<file path="src/rtl/xuart_tx.sv">
// xuart_tx: memory-mapped 8N1 UART transmitter on the xctrl data-memory bus.
// Registers (word offsets from BASE): 0 TXDATA (wo), 1 STATUS (ro), 2 DIV (rw), 3 reserved.
// Read data is combinational in the access cycle; writes land on the closing clk edge.
// Build option: define XUART_TX_FIFO_EN for a 4-entry transmit FIFO; otherwise a
// single holding register (depth 1) buffers the next byte.
module xuart_tx #(
    parameter int                ADDR_W  = 16,
    parameter int                DATA_W  = 32,
    parameter logic [ADDR_W-1:0] BASE    = ADDR_W'('h100),
    parameter logic [15:0]       DIV_RST = 16'd433
) (
    input  logic              clk,
    input  logic              rst,
    input  logic              sel,
    input  logic              we,
    input  logic [ADDR_W-1:0] addr,
    input  logic [DATA_W-1:0] data_in,
    output logic [DATA_W-1:0] data_out,
    output logic              tx
);

`ifdef XUART_TX_FIFO_EN
    localparam int DEPTH = 4;
`else
    localparam int DEPTH = 1;
`endif
    localparam int         PTR_W   = (DEPTH > 1) ? $clog2(DEPTH) : 1;
    localparam logic [2:0] DEPTH_C = 3'(DEPTH);

    typedef enum logic [1:0] {
        IDLE  = 2'd0,
        START = 2'd1,
        DATA  = 2'd2,
        STOP  = 2'd3
    } state_t;

    // Bus decode
    logic       hit;
    logic [1:0] off;
    logic       wr_txdata;
    logic       wr_div;
    logic       rd_status;

    // Buffer state
    logic [7:0]       mem [2**PTR_W];
    logic [PTR_W-1:0] wr_ptr;
    logic [PTR_W-1:0] rd_ptr;
    logic [2:0]       count;
    logic             overflow;
    logic             full;
    logic             empty;
    logic             pop;
    logic             push_ok;
    logic             push_drop;

    // Transmitter state
    state_t      state;
    logic [15:0] div_q;
    logic [15:0] bit_cnt;
    logic [7:0]  shift;
    logic [2:0]  bit_idx;
    logic        busy;

    // Write data above the DIV field is never stored anywhere.
    logic unused_data_hi;
    assign unused_data_hi = ^data_in[DATA_W-1:16];

    assign hit       = sel && (addr[ADDR_W-1:2] == BASE[ADDR_W-1:2]);
    assign off       = addr[1:0];
    assign wr_txdata = hit && we && (off == 2'd0);
    assign wr_div    = hit && we && (off == 2'd2);
    assign rd_status = hit && !we && (off == 2'd1);

    assign full  = (count == DEPTH_C);
    assign empty = (count == 3'd0);
    assign busy  = (state != IDLE);

    // The transmitter takes a byte whenever it is idle and one is waiting. A push
    // that coincides with a pop always fits, even when the buffer is full.
    assign pop       = (state == IDLE) && !empty;
    assign push_ok   = wr_txdata && (!full || pop);
    assign push_drop = wr_txdata && full && !pop;

    function automatic logic [PTR_W-1:0] next_ptr(input logic [PTR_W-1:0] p);
        if (DEPTH == 1 || p == PTR_W'(DEPTH - 1)) begin
            return '0;
        end
        return p + 1'b1;
    endfunction

    // Buffer storage: written on accepted pushes only.
    // NOTE: the data array has no reset; occupancy is tracked by count/pointers,
    // so stale contents are never observed and the array can map to plain RAM.
    always_ff @(posedge clk) begin
        if (push_ok) begin
            mem[wr_ptr] <= data_in[7:0];
        end
    end

    // Buffer pointers and occupancy count.
    // NOTE: every state flop uses an asynchronous reset so the line and the
    // buffer clear immediately on rst, without waiting for a clock edge.
    always_ff @(posedge clk or posedge rst) begin
        if (rst) begin
            wr_ptr <= '0;
            rd_ptr <= '0;
            count  <= 3'd0;
        end else begin
            if (push_ok) begin
                wr_ptr <= next_ptr(wr_ptr);
            end
            if (pop) begin
                rd_ptr <= next_ptr(rd_ptr);
            end
            case ({push_ok, pop})
                2'b10:   count <= count + 3'd1;
                2'b01:   count <= count - 3'd1;
                default: count <= count;
            endcase
        end
    end

    // Sticky overflow flag: a dropped push sets it, a STATUS read clears it,
    // and a set in the same cycle as the clearing read takes priority.
    always_ff @(posedge clk or posedge rst) begin
        if (rst) begin
            overflow <= 1'b0;
        end else if (push_drop) begin
            overflow <= 1'b1;
        end else if (rd_status) begin
            overflow <= 1'b0;
        end
    end

    // Baud divider register; only sampled at bit boundaries by the transmitter.
    always_ff @(posedge clk or posedge rst) begin
        if (rst) begin
            div_q <= DIV_RST;
        end else if (wr_div) begin
            div_q <= data_in[15:0];
        end
    end

    // 8N1 frame sequencer with a registered line output. Each bit lasts div_q+1
    // cycles: the down-counter is reloaded at every bit start and the bit ends
    // on the cycle it reads zero.
    always_ff @(posedge clk or posedge rst) begin
        if (rst) begin
            state   <= IDLE;
            tx      <= 1'b1;
            shift   <= 8'h00;
            bit_cnt <= 16'd0;
            bit_idx <= 3'd0;
        end else begin
            case (state)
                IDLE: begin
                    tx <= 1'b1;
                    if (pop) begin
                        shift   <= mem[rd_ptr];
                        bit_cnt <= div_q;
                        bit_idx <= 3'd0;
                        tx      <= 1'b0;
                        state   <= START;
                    end
                end
                START: begin
                    if (bit_cnt == 16'd0) begin
                        bit_cnt <= div_q;
                        tx      <= shift[0];
                        state   <= DATA;
                    end else begin
                        bit_cnt <= bit_cnt - 16'd1;
                    end
                end
                DATA: begin
                    if (bit_cnt == 16'd0) begin
                        bit_cnt <= div_q;
                        shift   <= shift >> 1;
                        if (bit_idx == 3'd7) begin
                            tx    <= 1'b1;
                            state <= STOP;
                        end else begin
                            tx      <= shift[1];
                            bit_idx <= bit_idx + 3'd1;
                        end
                    end else begin
                        bit_cnt <= bit_cnt - 16'd1;
                    end
                end
                STOP: begin
                    if (bit_cnt == 16'd0) begin
                        state <= IDLE;
                    end else begin
                        bit_cnt <= bit_cnt - 16'd1;
                    end
                end
                default: begin
                    state <= IDLE;
                    tx    <= 1'b1;
                end
            endcase
        end
    end

    // Combinational read mux: zero unless this block is read this cycle.
    // NOTE: data_out gets a default before any branch so no latch is inferred.
    always_comb begin
        data_out = '0;
        if (hit && !we) begin
            case (off)
                2'd1:    data_out[6:0]  = {count, overflow, empty, full, busy};
                2'd2:    data_out[15:0] = div_q;
                default: data_out       = '0;
            endcase
        end
    end

endmodule

</file>
<file path="config.mk">
export PLATFORM = sky130hd
export DESIGN_NAME = xuart_tx
export DESIGN_NICKNAME = d
export VERILOG_FILES = /design/src/rtl/xuart_tx.sv
export SDC_FILE = /design/constraint.sdc
export NUM_CORES = 1
export LEC_CHECK = 0
export CAP_MARGIN = 40
export CORE_UTILIZATION = 45
export CTS_CLUSTER_DIAMETER = 60
export DETAILED_ROUTE_END_ITERATION = 10
export GPL_ROUTABILITY_DRIVEN = 0
export PLACE_DENSITY = 0.82
export SLEW_MARGIN = 10
export SYNTH_ARGS = -nofsm -noshare
export SYNTH_HDL_FRONTEND = slang
export SYNTH_SLANG_ARGS = --single-unit
</file>
<file path="constraint.sdc">
create_clock -name clk -period 1.95 [get_ports clk]
set_input_delay 0.39 -clock clk [delete_from_list [all_inputs] [get_ports clk]]
set_output_delay 0.39 -clock clk [all_outputs]
set_load 0.05 [all_outputs]
</file>
==> results of run 1 <==
[metal layers]
layer,up-vias,part of all wire (%)
met1,1771,33
li1,1480,-
met4,0,8.2
met2,364,48
met3,129,10
met5,-,0
[cell type report]
| class | instances | area (um2) |
|---|---|---|
| clock buffer | 9 | 124 |
| clock inverter | 7 | 101 |
| fill | 340 | 1650 |
| inverter | 14 | 52.6 |
| multi-input combinational | 245 | 2340 |
| sequential | 58 | 1500 |
| tap | 99 | 124 |
| timing repair buffer | 141 | 1440 |
[worst reg2reg max path, stage by stage, from the launching register on]
cell and delay, ns:
dfrtp_1 0.43, inv_2 0.12, ha_4 0.16, nor4b_4 0.33, nand4_2 0.26, mux2_2 0.34, a221o_1 0.31, a32o_1 0.25
[cell families (layout without fill, tap and decap cells)]
group           Yosys count  in the layout
compound gates           79             79
xor+xnor                  3              3
other cells               1             16
flops                    58             58
buf+inv                  47            171
mux                      28             28
fa+ha+maj                16             16
simple gates            103            103
[registers in the layout (all words and copies together), names as in the netlist]
register / count
bit_cnt: 16
div_q: 16
mem: 8
shift: 8
bit_idx: 3
count: 3
state: 2
overflow: 1
tx: 1
[worst min path at each step]
| stage | startpoint | to | slack, ns | cells after the start |
|---|---|---|---|---|
| finish | rst | div_q[13]$_DFFE_PP0P_ | 0.26 | 2 |
| global placement | mem[0][7]$_DFFE_PP_ | shift[7]$_DFFE_PP0P_ | 0.48 | 2 |
| CTS | rst | div_q[12]$_DFFE_PP0P_ | 0.25 | 2 |
| detailed placement | bit_idx[2]$_DFFE_PP0P_ | bit_idx[2]$_DFFE_PP0P_ | 0.50 | 1 |
| global route | rst | div_q[12]$_DFFE_PP0P_ | 0.29 | 2 |
| floorplan | shift[7]$_DFFE_PP0P_ | shift[7]$_DFFE_PP0P_ | 0.46 | 2 |
[power breakdown]
group / total (mW) / switching, mW / internal, mW
Sequential: 1.80 / 0.281 / 1.52
Combinational: 6.19 / 3.32 / 2.87
Clock: 1.33 / 0.602 / 0.730
[stage by stage]
| stage | setup TNS, ns | power, mW | std cells |
|---|---|---|---|
| global placement | -18.19 | 5.52 | 539 |
| global route | -13.03 | 9.55 | 573 |
| CTS | -4.31 | 7.78 | 569 |
| finish | -10.65 | 9.32 | 573 |
| floorplan | -0.660 | 4.14 | 350 |
| detailed placement | -21.86 | 5.68 | 539 |
[layout by cell type, fill, tap and decap left out, drive strengths merged, types with 3 or more instances in the layout]
cell type | synthesis | final
dlygate4sd2 | 0 | 5
a221o | 9 | 9
a22o | 3 | 3
a21o | 4 | 4
nand3 | 5 | 5
xnor2 | 3 | 3
clkbuf | 9 | 11
o31ai | 6 | 6
edfxtp | 8 | 8
nand2 | 16 | 16
clkdlybuf4s50 | 0 | 18
and3 | 13 | 13
nand2b | 5 | 5
mux2 | 19 | 19
mux2i | 9 | 9
dfstp | 6 | 6
dfrtp | 44 | 44
nor2 | 26 | 26
or3 | 4 | 4
nor4b | 4 | 4
conb | 1 | 16
nor3 | 7 | 7
o21ai | 11 | 11
inv | 14 | 16
a21oi | 26 | 26
buf | 24 | 113
ha | 16 | 16
nand4b | 3 | 3
a22oi | 9 | 9
nor4 | 8 | 8
[timing repair]
| item | in CTS | in global routing |
|---|---|---|
| pin swaps | 29 | 31 |
| gates cloned | 2 | 0 |
| endpoints found under the setup margin | 63 | 48 |
| setup buffers | 13 | 4 |
| gates resized for setup | 104 | 67 |
==> key figures, run 1 <==
Outcome
  • Outcome: complete, but fails checks
  • Failing checks: negative setup slack

Logic synthesis
  • Synthesis warning total: 0
  • Commonest cells in the synthesized netlist: dfrtp_1 (44), a21oi_1 (26), nor2_1 (26)
  • Post-synth cell types: 51
  • Synthesized cell area: 0.00344 mm2
  • Sequential area share after synthesis: 43.6%
  • Most used DFF post-synth: dfrtp_1
  • Area contributors post-synth: dfrtp_1 (32%), edfxtp_1 (7.0%), mux2_2 (6.2%)
  • Synth Area in Compound Gates: 15.7%
  • Largest area contributor in the netlist: dfrtp_1
  • Synth Area in XOR/XNOR: 0.765%
  • Asr flop ratio synth: 86.2%
  • Post-synth EDFFs: 8
  • Main combinational cell family by area after synthesis: simple AND/OR/NAND/NOR gates
  • Fraction of the mapped netlist area in adder cells: 5.83%
  • Yosys top cell area share: 32.0%
  • Mapped Cells: 335
  • Synth Area in Simple Gates: 17.6%
  • Mux cell area share after synthesis: 8.85%
  • Synthesis-stage register bit count: 58
  • Mapped Avg Cell Area: 10.3 um2
  • Cell with the most instances after synthesis: dfrtp_1

Clock tree
  • H-Tree Depth: 3
  • CTS tree: built
  • CTS sink cnt: 58
  • Skew-Pair Late Insertion Delay: 0.36 ns
  • Root buffer cell: clkbuf_8
  • Num CTS Buffers: 9
  • Hold_buf cts: 0
  • Reg clk slew, reported paths: 0.09 ns
  • Clock Tree Buf Depth: 2

STA
  • Clock Skew: 0.0179 ns
  • RSZ-0062 raised after global routing: yes
  • Max Fclk: 0.432 GHz
  • Final period utilization: 119%
  • Tmin final: 2.31 ns
  • Worst slew pin tran: 0.570 ns
  • Final setup fails: 47
  • Hold WS: 0.261 ns
  • Final Max Tran Viols: 0
  • Fin. Hold Viols: 0
  • Setup ws final: -0.362 ns
  • Slew headroom: 61.7%

Setup path
  • Flop-to-flop setup slack: -0.36 ns
  • CP startpoint kind: flop
  • Crit path to: bit_cnt[4]$_DFFE_PP0P_
  • Worst reg2reg path depth: 7
  • CP arrival: 2.55 ns
  • Nature of the critical path endpoint: flop
  • CP max stage delay: 0.43 ns
  • Reg2reg start: bit_cnt[1]$_DFFE_PP0P_
  • Critical path depth: 7
  • Crit path from: bit_cnt[1]$_DFFE_PP0P_
  • Worst r2r dst: bit_cnt[4]$_DFFE_PP0P_
  • Worst Path Buf+Inv: 1
  • Critical Path, Cell by Cell: inv_2 > ha_4 > nor4b_4 > nand4_2 > mux2_2 > a221o_1 > a32o_1
  • Crit-path max FO: 4
  • Required @ worst endpoint: 2.19 ns
  • CP top delay family: simple AND/OR/NAND/NOR gates
  • Slowest library cell on the worst path: dfrtp_1
  • Setup CP Type: flop to flop

Power
  • Cell leakage power: 2.49 nW
  • Power density cells: 1640 mW/mm2
  • VDD IR max: 0.000882 V

Layout
  • Ant. Diodes: 0
  • Fin nets: 537
  • Fin util: 77.5%
  • Layout cells sized above 1: 52.3%
  • Area growth syn-to-layout: 65.3%
  • Final instance area: 0.00568 mm2

Floorplan
  • Rows: 31
  • Die Y: 89.4 um
  • DIE WIDTH: 89.4 um
  • Core region area: 0.00733 mm2
  • Initial core utilization: 46.9%
  • I/O pins: 85
  • Die Footprint: 0.00799 mm2

Worst hold path
  • Class of the worst hold path: input port to async pin

GRT
  • GR peak layer: met2
  • Global-route wire length before repair: 18,500 um
  • Met3 Resource Use GR: 7.29%
  • Pin count of the biggest net entering global routing: 35
  • Vias in the first global route: 3,636
  • Total grt overflow: 0
  • Global Route Usage Sum: 31.8%
  • Met2 GRT Util: 54.2%
  • Initial antenna violation count: 0
  • GR Util met1: 36.0%

Job
  • Maximum capacitance violations: 0

Drt
  • First drt pass iteration count: 6
  • Starting DRT DRC Count: 496
  • Vias after detailed routing: 3,744
  • Number of remaining DRC errors: 0
  • Wire per inst: 25.6 um
  • Vias/cell: 6.53
  • Final ANT Viol Nets: 0
  • Final WL: 14,700 um

Placement
  • Place WS: -0.597 ns
  • I/O Buffers: 52
  • DP Area: 0.00479 mm2
  • Detailed placer's ending HPWL: 7040 um
No activity file was read; power rests on OpenSTA's default activity.
==> run 2: changes to the inputs <==
Settings changed: CORE_MARGIN set to 4, GPL_TIMING_DRIVEN set to 1.
==> run 2 against run 1 <==
The flow still finishes with violations (negative setup slack). Clock-buffer cell count is the same. Cell area decreased by 0.82%. Maximum frequency is 1.5% higher. Via count shrank 0.51%. Register-to-register slack improved by 0.03 ns. Critical path type unchanged. Highest routed layer unchanged.
==> key figures, run 2 (synthesis gave the netlist of run 1 again) <==
Drt
  • Starting DRT DRC Count: 594 (was 496)
  • Vias after detailed routing: 3,725 (was 3,744)
  • Vias/cell: 6.52 (was 6.53)
  • First drt pass iteration count: 6 (unchanged)
  • Wire per inst: 26.1 um (was 25.6 um)
  • Final WL: 14,900 um (was 14,700 um)
  • Number of remaining DRC errors: 0 (unchanged)
  • Final ANT Viol Nets: 0 (unchanged)

GRT
  • Total grt overflow: 0 (unchanged)
  • Global Route Usage Sum: 29.8% (was 31.8%)
  • Vias in the first global route: 3,685 (was 3,636)
  • Global-route wire length before repair: 20,100 um (was 18,500 um)
  • Initial antenna violation count: 0 (unchanged)
  • Pin count of the biggest net entering global routing: 51 (was 35)

Setup path
  • CP startpoint kind: flop (unchanged)
  • Required @ worst endpoint: 2.20 ns (was 2.19 ns)
  • Critical Path, Cell by Cell: inv_2 > ha_4 > nor4b_4 > nand4_4 > mux2_4 > a221o_1 > a32o_1 (was inv_2 > ha_4 > nor4b_4 > nand4_2 > mux2_2 > a221o_1 > a32o_1)
  • Nature of the critical path endpoint: flop (unchanged)
  • Crit-path max FO: 4 (unchanged)
  • CP top delay family: simple AND/OR/NAND/NOR gates (unchanged)
  • Slowest library cell on the worst path: dfrtp_1 (unchanged)
  • Worst Path Buf+Inv: 1 (unchanged)
  • Critical path depth: 7 (unchanged)
  • CP arrival: 2.52 ns (was 2.55 ns)
  • Worst reg2reg path depth: 7 (unchanged)
  • Setup CP Type: flop to flop (unchanged)
  • CP max stage delay: 0.41 ns (was 0.43 ns)

Placement
  • DP Area: 0.00475 mm2 (was 0.00479 mm2)
  • Detailed placer's ending HPWL: 7240 um (was 7040 um)
  • I/O Buffers: 52 (unchanged)

Clock tree
  • CTS sink cnt: 58 (unchanged)
  • Clock Tree Buf Depth: 2 (unchanged)
  • CTS tree: built (unchanged)
  • H-Tree Depth: 3 (unchanged)
  • Root buffer cell: clkbuf_8 (unchanged)
  • Hold_buf cts: 0 (unchanged)
  • Reg clk slew, reported paths: 0.08 ns (was 0.09 ns)
  • Num CTS Buffers: 9 (unchanged)
  • Skew-Pair Late Insertion Delay: 0.37 ns (was 0.36 ns)

Power
  • Switching power: 3.93 mW (was 4.20 mW)
  • Switching share of power: 43.6% (was 45.0%)
  • VDD IR max: 0.00111 V (was 0.000882 V)
  • Seq pwr share: 20.0% (was 19.4%)
  • Logic pwr share: 63.5% (was 66.4%)
  • Pint: 5.09 mW (was 5.13 mW)
  • Cell leakage power: 2.46 nW (was 2.49 nW)
  • Power density cells: 1600 mW/mm2 (was 1640 mW/mm2)
  • Clock power frac: 16.5% (was 14.3%)

Layout
  • Ant. Diodes: 0 (unchanged)
  • Layout cells sized above 1: 54.0% (was 52.3%)
  • Regs by FF count: bit_cnt x16, div_q x16 (unchanged)
  • Final instance area: 0.00563 mm2 (was 0.00568 mm2)
  • Most common cell after layout, fill and taps aside: buf_4 (unchanged)
  • Area growth syn-to-layout: 63.9% (was 65.3%)
  • Fin util: 76.8% (was 77.5%)
  • Fin nets: 535 (was 537)
  • Commonest cells after routing, fill and taps aside: buf_4 (66), dfrtp_1 (44), buf_6 (24) (was buf_4 (67), dfrtp_1 (44), buf_6 (20), buf_12 (20), clkdlybuf4s50_1 (18))

STA
  • Tmin final: 2.28 ns (was 2.31 ns)
  • Final setup fails: 46 (was 47)
  • Max Fclk: 0.439 GHz (was 0.432 GHz)
  • Final Max Tran Viols: 0 (unchanged)
  • Fin. Hold Viols: 0 (unchanged)
  • Setup ws final: -0.328 ns (was -0.362 ns)
  • Clock Skew: 0.0176 ns (was 0.0179 ns)
  • Setup TNS: -8.93 ns (was -10.65 ns)
  • Hold WS: 0.386 ns (was 0.261 ns)
  • Final period utilization: 117% (was 119%)
  • RSZ-0062 raised after global routing: yes (unchanged)

Worst hold path
  • Class of the worst hold path: input port to async pin (unchanged)

Floorplan
  • Core region area: 0.00733 mm2 (unchanged)
  • Rows: 31 (unchanged)
  • Initial core utilization: 46.9% (unchanged)
  • Die Y: 95.4 um (was 89.4 um)
  • DIE WIDTH: 95.4 um (was 89.4 um)
  • I/O pins: 85 (unchanged)
  • Die Footprint: 0.00910 mm2 (was 0.00799 mm2)

Outcome
  • Failing checks: negative setup slack (unchanged)
  • Outcome: complete, but fails checks (unchanged)

Job
  • Maximum capacitance violations: 0 (unchanged)
## run 2: tightest hold or removal path: stages
cell             delay, ns
clkdlybuf4s50_1       0.41
inv_2                 0.07
buf_12                0.26
## run 2: layout make-up
type	count	area, um2
well taps	99	124
repair buffers	139	1420
multi-input cells	245	2290
clock inverters	7	124
clock buffers	9	124
flip-flops and latches	58	1500
inverters	14	52.6
fillers	350	1700
## run 2: power groups by stage
stage	clock network, mW	logic (mW)	registers (mW)
2_1_floorplan	0	2.35	1.78
3_3_place_gp	0	3.72	1.73
3_5_place_dp	0	3.88	1.75
4_1_cts	1.42	4.69	1.75
5_1_grt	1.54	5.94	1.82
6_report	1.49	5.74	1.80
## run 2: final timing paths
kind	slack (ns)	from	endpoint
max in group asynchronous	1.28	rst	tx$_DFFE_PP1P_
min in group clk	0.51	tx$_DFFE_PP1P_	tx$_DFFE_PP1P_
worst max register to register	-0.33	bit_cnt[1]$_DFFE_PP0P_	bit_cnt[4]$_DFFE_PP0P_
worst max-delay path	-0.33	bit_cnt[1]$_DFFE_PP0P_	bit_cnt[4]$_DFFE_PP0P_
worst min-delay path	0.39	rst	div_q[12]$_DFFE_PP0P_
worst min register to register	0.51	tx$_DFFE_PP1P_	tx$_DFFE_PP1P_
## run 2: stage by stage
stage	worst slack, ns	power, mW	instances
floorplan	-0.0895	4.14	350
global placement	-0.484	5.45	534
detailed placement	-0.516	5.63	534
CTS	-0.161	7.86	561
global route	-0.359	9.29	571
finish	-0.328	9.03	571
## run 2: per-layer routing
layer | wire length, um | part of all wire, % | vias up | global-route usage (%)
met2 | 7220 | 48 | 373 | 53.2
met5 | 0 | 0 | - | 0
met4 | 1020 | 6.9 | 0 | 14.3
met3 | 1540 | 10 | 116 | 5.52
li1 | - | - | 1473 | -
met1 | 5130 | 34 | 1763 | 34.0
## run 2: repair_timing
item	CTS	global route
pin swaps	31	24
setup buffers	14	10
cloned	1	0
setup endpoints to repair	55	47
resized for setup	122	57
